[src/rtl/config_chain_param.sv]
// config_chain_param: serial configuration daisy-chain segment.
// A chain of NODES*GROUPS flops is loaded one bit per enabled clock. A small
// session FSM counts shifts, flags overshift and emits a one-cycle commit when
// a fully loaded chain sees the shift enable drop.
// Optional build macro: CFG_SHADOW_EN -- when defined, cfg_out comes from a
// shadow register that is only updated at commit; when undefined, cfg_out is
// the live chain.
module config_chain_param #(
  parameter int NODES = 13,
  parameter int GROUPS = 8,
  localparam int N = NODES * GROUPS,
  localparam int CW = $clog2(N + 1)
) (
  input  logic          clk,
  input  logic          reset,
  input  logic          prgm_b,
  input  logic          cb_prgm_b,
  input  logic          bit_in,
  output logic          bit_out,
  output logic [N-1:0]  cfg_out,
  output logic [CW-1:0] shift_count,
  output logic          cfg_done,
  output logic          cfg_valid,
  output logic          commit,
  output logic          overflow
);

  typedef enum logic [1:0] {
    IDLE   = 2'd0,
    SHIFT  = 2'd1,
    LOADED = 2'd2
  } state_e;

  localparam logic [CW-1:0] COUNT_ONE  = CW'(1);
  localparam logic [CW-1:0] COUNT_FULL = CW'(N);

  state_e        state_q, state_d;
  logic [N-1:0]  chain_q, chain_d;
  logic          bit_out_q, bit_out_d;
  logic [CW-1:0] count_q, count_d;
  logic          commit_q, commit_d;
  logic          valid_q, valid_d;
  logic          overflow_q, overflow_d;
  logic          sh_en;

  // The block shifts only when the global strobe is low and this block is selected.
  assign sh_en = ~prgm_b & cb_prgm_b;

  // Chain data path: shift toward the high index on enable, otherwise hold.
  always_comb begin
    chain_d   = chain_q;
    bit_out_d = bit_out_q;
    if (sh_en) begin
      bit_out_d  = chain_q[N-1];
      chain_d[0] = bit_in;
      for (int p = 1; p < N; p++) begin
        chain_d[p] = chain_q[p-1];
      end
    end
  end

  // Session FSM: counts shifts, detects a full load and overshift, commits on enable drop.
  always_comb begin
    state_d    = state_q;
    count_d    = count_q;
    overflow_d = overflow_q;
    valid_d    = valid_q;
    commit_d   = 1'b0;
    case (state_q)
      IDLE: begin
        if (sh_en) begin
          count_d    = COUNT_ONE;
          overflow_d = 1'b0;
          state_d    = (N == 1) ? LOADED : SHIFT;
        end
      end
      SHIFT: begin
        if (sh_en) begin
          count_d = count_q + COUNT_ONE;
          if ((count_q + COUNT_ONE) == COUNT_FULL) begin
            state_d = LOADED;
          end
        end else begin
          count_d = '0;
          state_d = IDLE;
        end
      end
      LOADED: begin
        if (sh_en) begin
          overflow_d = 1'b1;
        end else begin
          commit_d = 1'b1;
          valid_d  = 1'b1;
          count_d  = '0;
          state_d  = IDLE;
        end
      end
      default: begin
        state_d = IDLE;
        count_d = '0;
      end
    endcase
  end

  // State and data registers; synchronous reset wins over any shift.
  always_ff @(posedge clk) begin
    if (reset) begin
      state_q    <= IDLE;
      chain_q    <= '0;
      bit_out_q  <= 1'b0;
      count_q    <= '0;
      commit_q   <= 1'b0;
      valid_q    <= 1'b0;
      overflow_q <= 1'b0;
    end else begin
      state_q    <= state_d;
      chain_q    <= chain_d;
      bit_out_q  <= bit_out_d;
      count_q    <= count_d;
      commit_q   <= commit_d;
      valid_q    <= valid_d;
      overflow_q <= overflow_d;
    end
  end

`ifdef CFG_SHADOW_EN
  logic [N-1:0] shadow_q, shadow_d;

  // Shadow copy captures the chain exactly on the commit cycle.
  always_comb begin
    shadow_d = shadow_q;
    if (commit_d) begin
      shadow_d = chain_q;
    end
  end

  // Shadow register, cleared with the rest of the block.
  always_ff @(posedge clk) begin
    if (reset) begin
      shadow_q <= '0;
    end else begin
      shadow_q <= shadow_d;
    end
  end

  assign cfg_out = shadow_q;
`else
  assign cfg_out = chain_q;
`endif

  assign bit_out     = bit_out_q;
  assign shift_count = count_q;
  assign cfg_done    = (state_q == LOADED);
  assign cfg_valid   = valid_q;
  assign commit      = commit_q;
  assign overflow    = overflow_q;

endmodule
[config.mk]
export PLATFORM = sky130hd
export DESIGN_NAME = config_chain_param
export DESIGN_NICKNAME = d
export VERILOG_FILES = /design/src/rtl/config_chain_param.sv
export SDC_FILE = /design/constraint.sdc
export NUM_CORES = 1
export LEC_CHECK = 0
export CAP_MARGIN = 15
export CELL_PAD_IN_SITES_DETAIL_PLACEMENT = 0
export CELL_PAD_IN_SITES_GLOBAL_PLACEMENT = 1
export CORE_ASPECT_RATIO = 1.75
export CORE_MARGIN = 4
export CORE_UTILIZATION = 35
export DETAILED_ROUTE_END_ITERATION = 10
export GPL_TIMING_DRIVEN = 1
export PLACE_DENSITY_LB_ADDON = 0.1
export SYNTH_ARGS = -nofsm -noshare
export SYNTH_HDL_FRONTEND = slang
export SYNTH_SLANG_ARGS = --single-unit
[constraint.sdc]
create_clock -name clk -period 2.5 [get_ports clk]
set_input_delay 0.5 -clock clk [delete_from_list [all_inputs] [get_ports clk]]
set_output_delay 0.5 -clock clk [all_outputs]
set_load 0.01 [all_outputs]
==> results list <==
* Pre-CTS setup slack: 0.363 ns
* Vias in the first global route: 3740
* Unrepaired setup endpoints after global routing: no
- Number of input and output port buffers inserted: 120
- For the worst setup path, the data arrival time is 1.76 ns.
* Critical path type: reg2out
* Biggest area contributors in the synthesized netlist: sky130_fd_sc_hd__dfxtp_1 (55%), sky130_fd_sc_hd__nand2_1 (19%), sky130_fd_sc_hd__a21oi_1 (14%), sky130_fd_sc_hd__clkbuf_1 (2.1%), sky130_fd_sc_hd__buf_2 (2.0%)
- Overall die width: 91.0 µm
- In this run switching power makes up 20.7% of total power.
* Root buffer cell: sky130_fd_sc_hd__clkbuf_16
* WHS Endpoint: cfg_out[61]$_SDFFE_PP0P_
* Detailed-route via count: 3877
- Timing-limited maximum frequency: 442 MHz
* Final Hold Violating Endpoints: 0
* Portion of synthesized cell area occupied by the leading cell type: 55.5%
- The first global-routing pass estimated 18300 µm of wire.
- Die boundary height: 153 µm
* TritonCTS clock tree: done
* Post-synth design cell area: 4220 µm²
- Slew @ Worst Pin: 0.500 ns
- Most used DFF post-synth: sky130_fd_sc_hd__dfxtp_1
* Maximum number of pins on one net before global-route repair: 58
* Post-synth cell types: 30
* Pins Over Slew Limit: 0
* Shortest clock period the worst path allows after layout: 2.26 ns
- After detailed routing, the average wire length per cell comes to 13.8 µm.
- Via count normalized by instance count: 4.90
- During synthesis, Yosys emitted a total of 0 warnings.
- Cell internal power was estimated by the tool at 3.47 mW.
* Category of the worst setup path launch point: flip-flop
- Area taken by flip-flops and latches: 2340 µm²
- Counting every net in the synthesized netlist gives 543.
- Multi-input gate area: 1710 µm²
* Post-route setup TNS: 0 ns
* Number of storage elements in the synthesis netlist: 117
- Dividing total power by cell area gives a power density of 712 nW/µm².
* Number of max-capacitance violations reported: 0
- Sequential fraction of the synthesis area: 55.5%
- Largest vdd supply drop: 0.434 mV
- The repair_antennas step left the layout with diodes totalling 0.
* Switching power: 0.906 mW
- Post-CTS sizing: 0
* Fin util: 52.5%
- The startpoint identified for the worst hold timing path is cfg_out[60]$_SDFFE_PP0P_.
- Counting cells, the worst reg-to-reg path comes to 5.
- The net count of the finished layout is 650.
- Antenna violation net count after detailed routing: 0
- Clk sinks: 117
* Post-CTS clock slew at the launch and capture registers of the worst setup and hold paths: 0.05 ns
- Final routed DRC violation total: 0
- Gate Count Post-Synth: 537
* Clock network power share: 54.1%
* Worst setup slack for register-to-register paths: 0.84 ns
- Worst slew margin: 66.6%
- At the worst endpoint, the required time is 2.00 ns.
- Final worst-path setup slack: 0.237 ns
- Wires add up to 10900 µm.
- The number of setup buffers added after CTS is 0.
* Total Power Consumption: 4.38 mW
* Overflow after GRT: 0
* CTS H-tree depth: 4
- The die covers 14000 µm².
- Proportion of layout cells with a drive suffix above 1: 6.54%
- GPL Wtd Cong: 0.755
- Global routing used 15.9% of the available tracks across all layers.
* Clock Tree Buf Depth: 2
- Number of antenna violations at the first check in global routing: 0
- Origin of the critical flop-to-flop path: shift_count[0]$_SDFFE_PP0P_
* Count of pins on the block boundary: 121
- Sequential group share of total power: 42.8%
* Class of the most critical hold timing path: reg2reg
* Outcome: complete, no violations
* Mapped Avg Cell Area: 7.87 µm²
- In this run the core area contains 52 standard-cell rows.
- Worst-Skew Late Latency: 0.40 ns
* Worst Clk Skew: 0.0105 ns
* Detail Placement HPWL: 7230 µm
- Worst-path fanout max: 11
- Portion of total power attributed to combinational logic: 3.0%
- Worst hold stages: 2
- For this run, asynchronously set or reset flops after synthesis account for 0%.
- The layout has 1144 filler cells.
- Relative to the synthesized area, the layout overhead comes to 45.6%.
- In this run the static leakage power is 2.02 nW.
- Core footprint: 11700 µm²
- Number of clock buffers inserted by TritonCTS: 17
- Initial Utilization: 36.1%
* Worst Setup End Kind: primary output
- Of all cell types, the one taking the most synthesized area is sky130_fd_sc_hd__dfxtp_1.
* First drt pass iteration count: 4
- The endpoint identified for the worst register-to-register timing path is shift_count[4]$_SDFFE_PP0P_.
- Yosys mapped a number of flops with a built-in enable equal to 0.
* Count of routing violations after the opening detailed-route iteration: 130
- Final setup fails: 0
- Hold Buf Count CTS: 0
- Of the available clock period, the critical path in the final layout requires 90.5%.
-- final cells by class --
cell class	count	share of cell area [%]
Timing Repair Buffer	129	21.6
Clock inverter	8	1.59
Tap cell	135	2.75
Sequential cell	117	38.1
Multi-Input combinational cell	377	27.9
Inverter	2	0.122
Clock buffer	24	7.99
-- metal layers --
metal | vias up | routed length [µm] | track usage (%)
li1 | 1963 | - | -
met1 | 1810 | 4590 | 17.3
met2 | 95 | 5560 | 27.3
met3 | 9 | 669 | 6.59
met4 | 0 | 102 | 5.76
met5 | - | 0 | 0
-- synth_stat cells, drive strengths merged, types with 3 or more instances --
cell type	count
a21oi	114
o21ai	3
nand2	215
clkbuf	24
dfxtp	117
buf	17
nor3	6
nor2	6
xor2	3
nand3	6
-- worst max-delay path, stage by stage (launching register included) --
cell and delay [ns]:
sky130_fd_sc_hd__dfxtp_1 0.55, sky130_fd_sc_hd__nand2b_1 0.22, sky130_fd_sc_hd__inv_1 0.10, sky130_fd_sc_hd__clkdlybuf4s50_1 0.50
-- registers in the layout (all words and copies together) (netlist names) --
register / flops
bit_out: 1
cfg_out: 104
cfg_valid: 1
commit: 1
overflow: 1
shift_count: 7
state_q: 2
-- cells by family after synthesis --
kind of cell | share of synthesized area, %
AOI/OAI and AO/OA | 15.1
xor gates and xnor gates | 0.622
adders and majority gates | 0.296
buffers and inverters | 4.32
DFF | 55.5
muxes | 0.474
and+or+nand+nor | 23.7
-- power by group through the flow --
| stage | Combinational (mW) | Sequential [mW] | Clock, mW |
|---|---|---|---|
| after floorplan | 0.0860 | 1.91 | 0 |
| after global placement | 0.135 | 1.91 | 0 |
| after detailed placement | 0.135 | 1.91 | 0 |
| after CTS | 0.136 | 1.87 | 2.43 |
| after global routing | 0.147 | 1.87 | 2.52 |
| final | 0.133 | 1.88 | 2.37 |
-- metrics by stage --
stage               cell area [µm²]  hold slack [ns]  std cells
global placement               5560            0.452        760
finish                         6150            0.463        792
global route                   6150            0.482        792
CTS                            6150            0.468        792
floorplan                      4220            0.481        537
detailed placement             5560            0.460        760
-- placed cells by master, fill, tap and decap left out, drive strengths merged, types with 3 or more instances in the layout --
cell	netlist	routed
nor3	6	6
clkdlybuf4s50	0	119
dfxtp	117	117
nand2	215	215
clkinvlp	0	3
o21ai	3	3
clkbuf	24	24
a21oi	114	114
nor2	6	6
clkinv	0	3
xor2	3	3
buf	17	10
nand3	6	6
-- worst max-delay path by stage --
stage | startpoint | end | slack [ns] | cells past startpoint
after global placement | prgm_b | cfg_out[6]$_SDFFE_PP0P_ | 0.37 | 5
final | state_q[0]$_SDFFE_PP0P_ | cfg_done | 0.24 | 3
after floorplan | shift_count[0]$_SDFFE_PP0P_ | shift_count[6]$_SDFFE_PP0P_ | 0.97 | 5
after detailed placement | prgm_b | cfg_out[12]$_SDFFE_PP0P_ | 0.36 | 5
after CTS | state_q[0]$_SDFFE_PP0P_ | cfg_done | 0.21 | 3
after global routing | state_q[0]$_SDFFE_PP0P_ | cfg_done | 0.10 | 3
(Power assumes the default switching activity.)
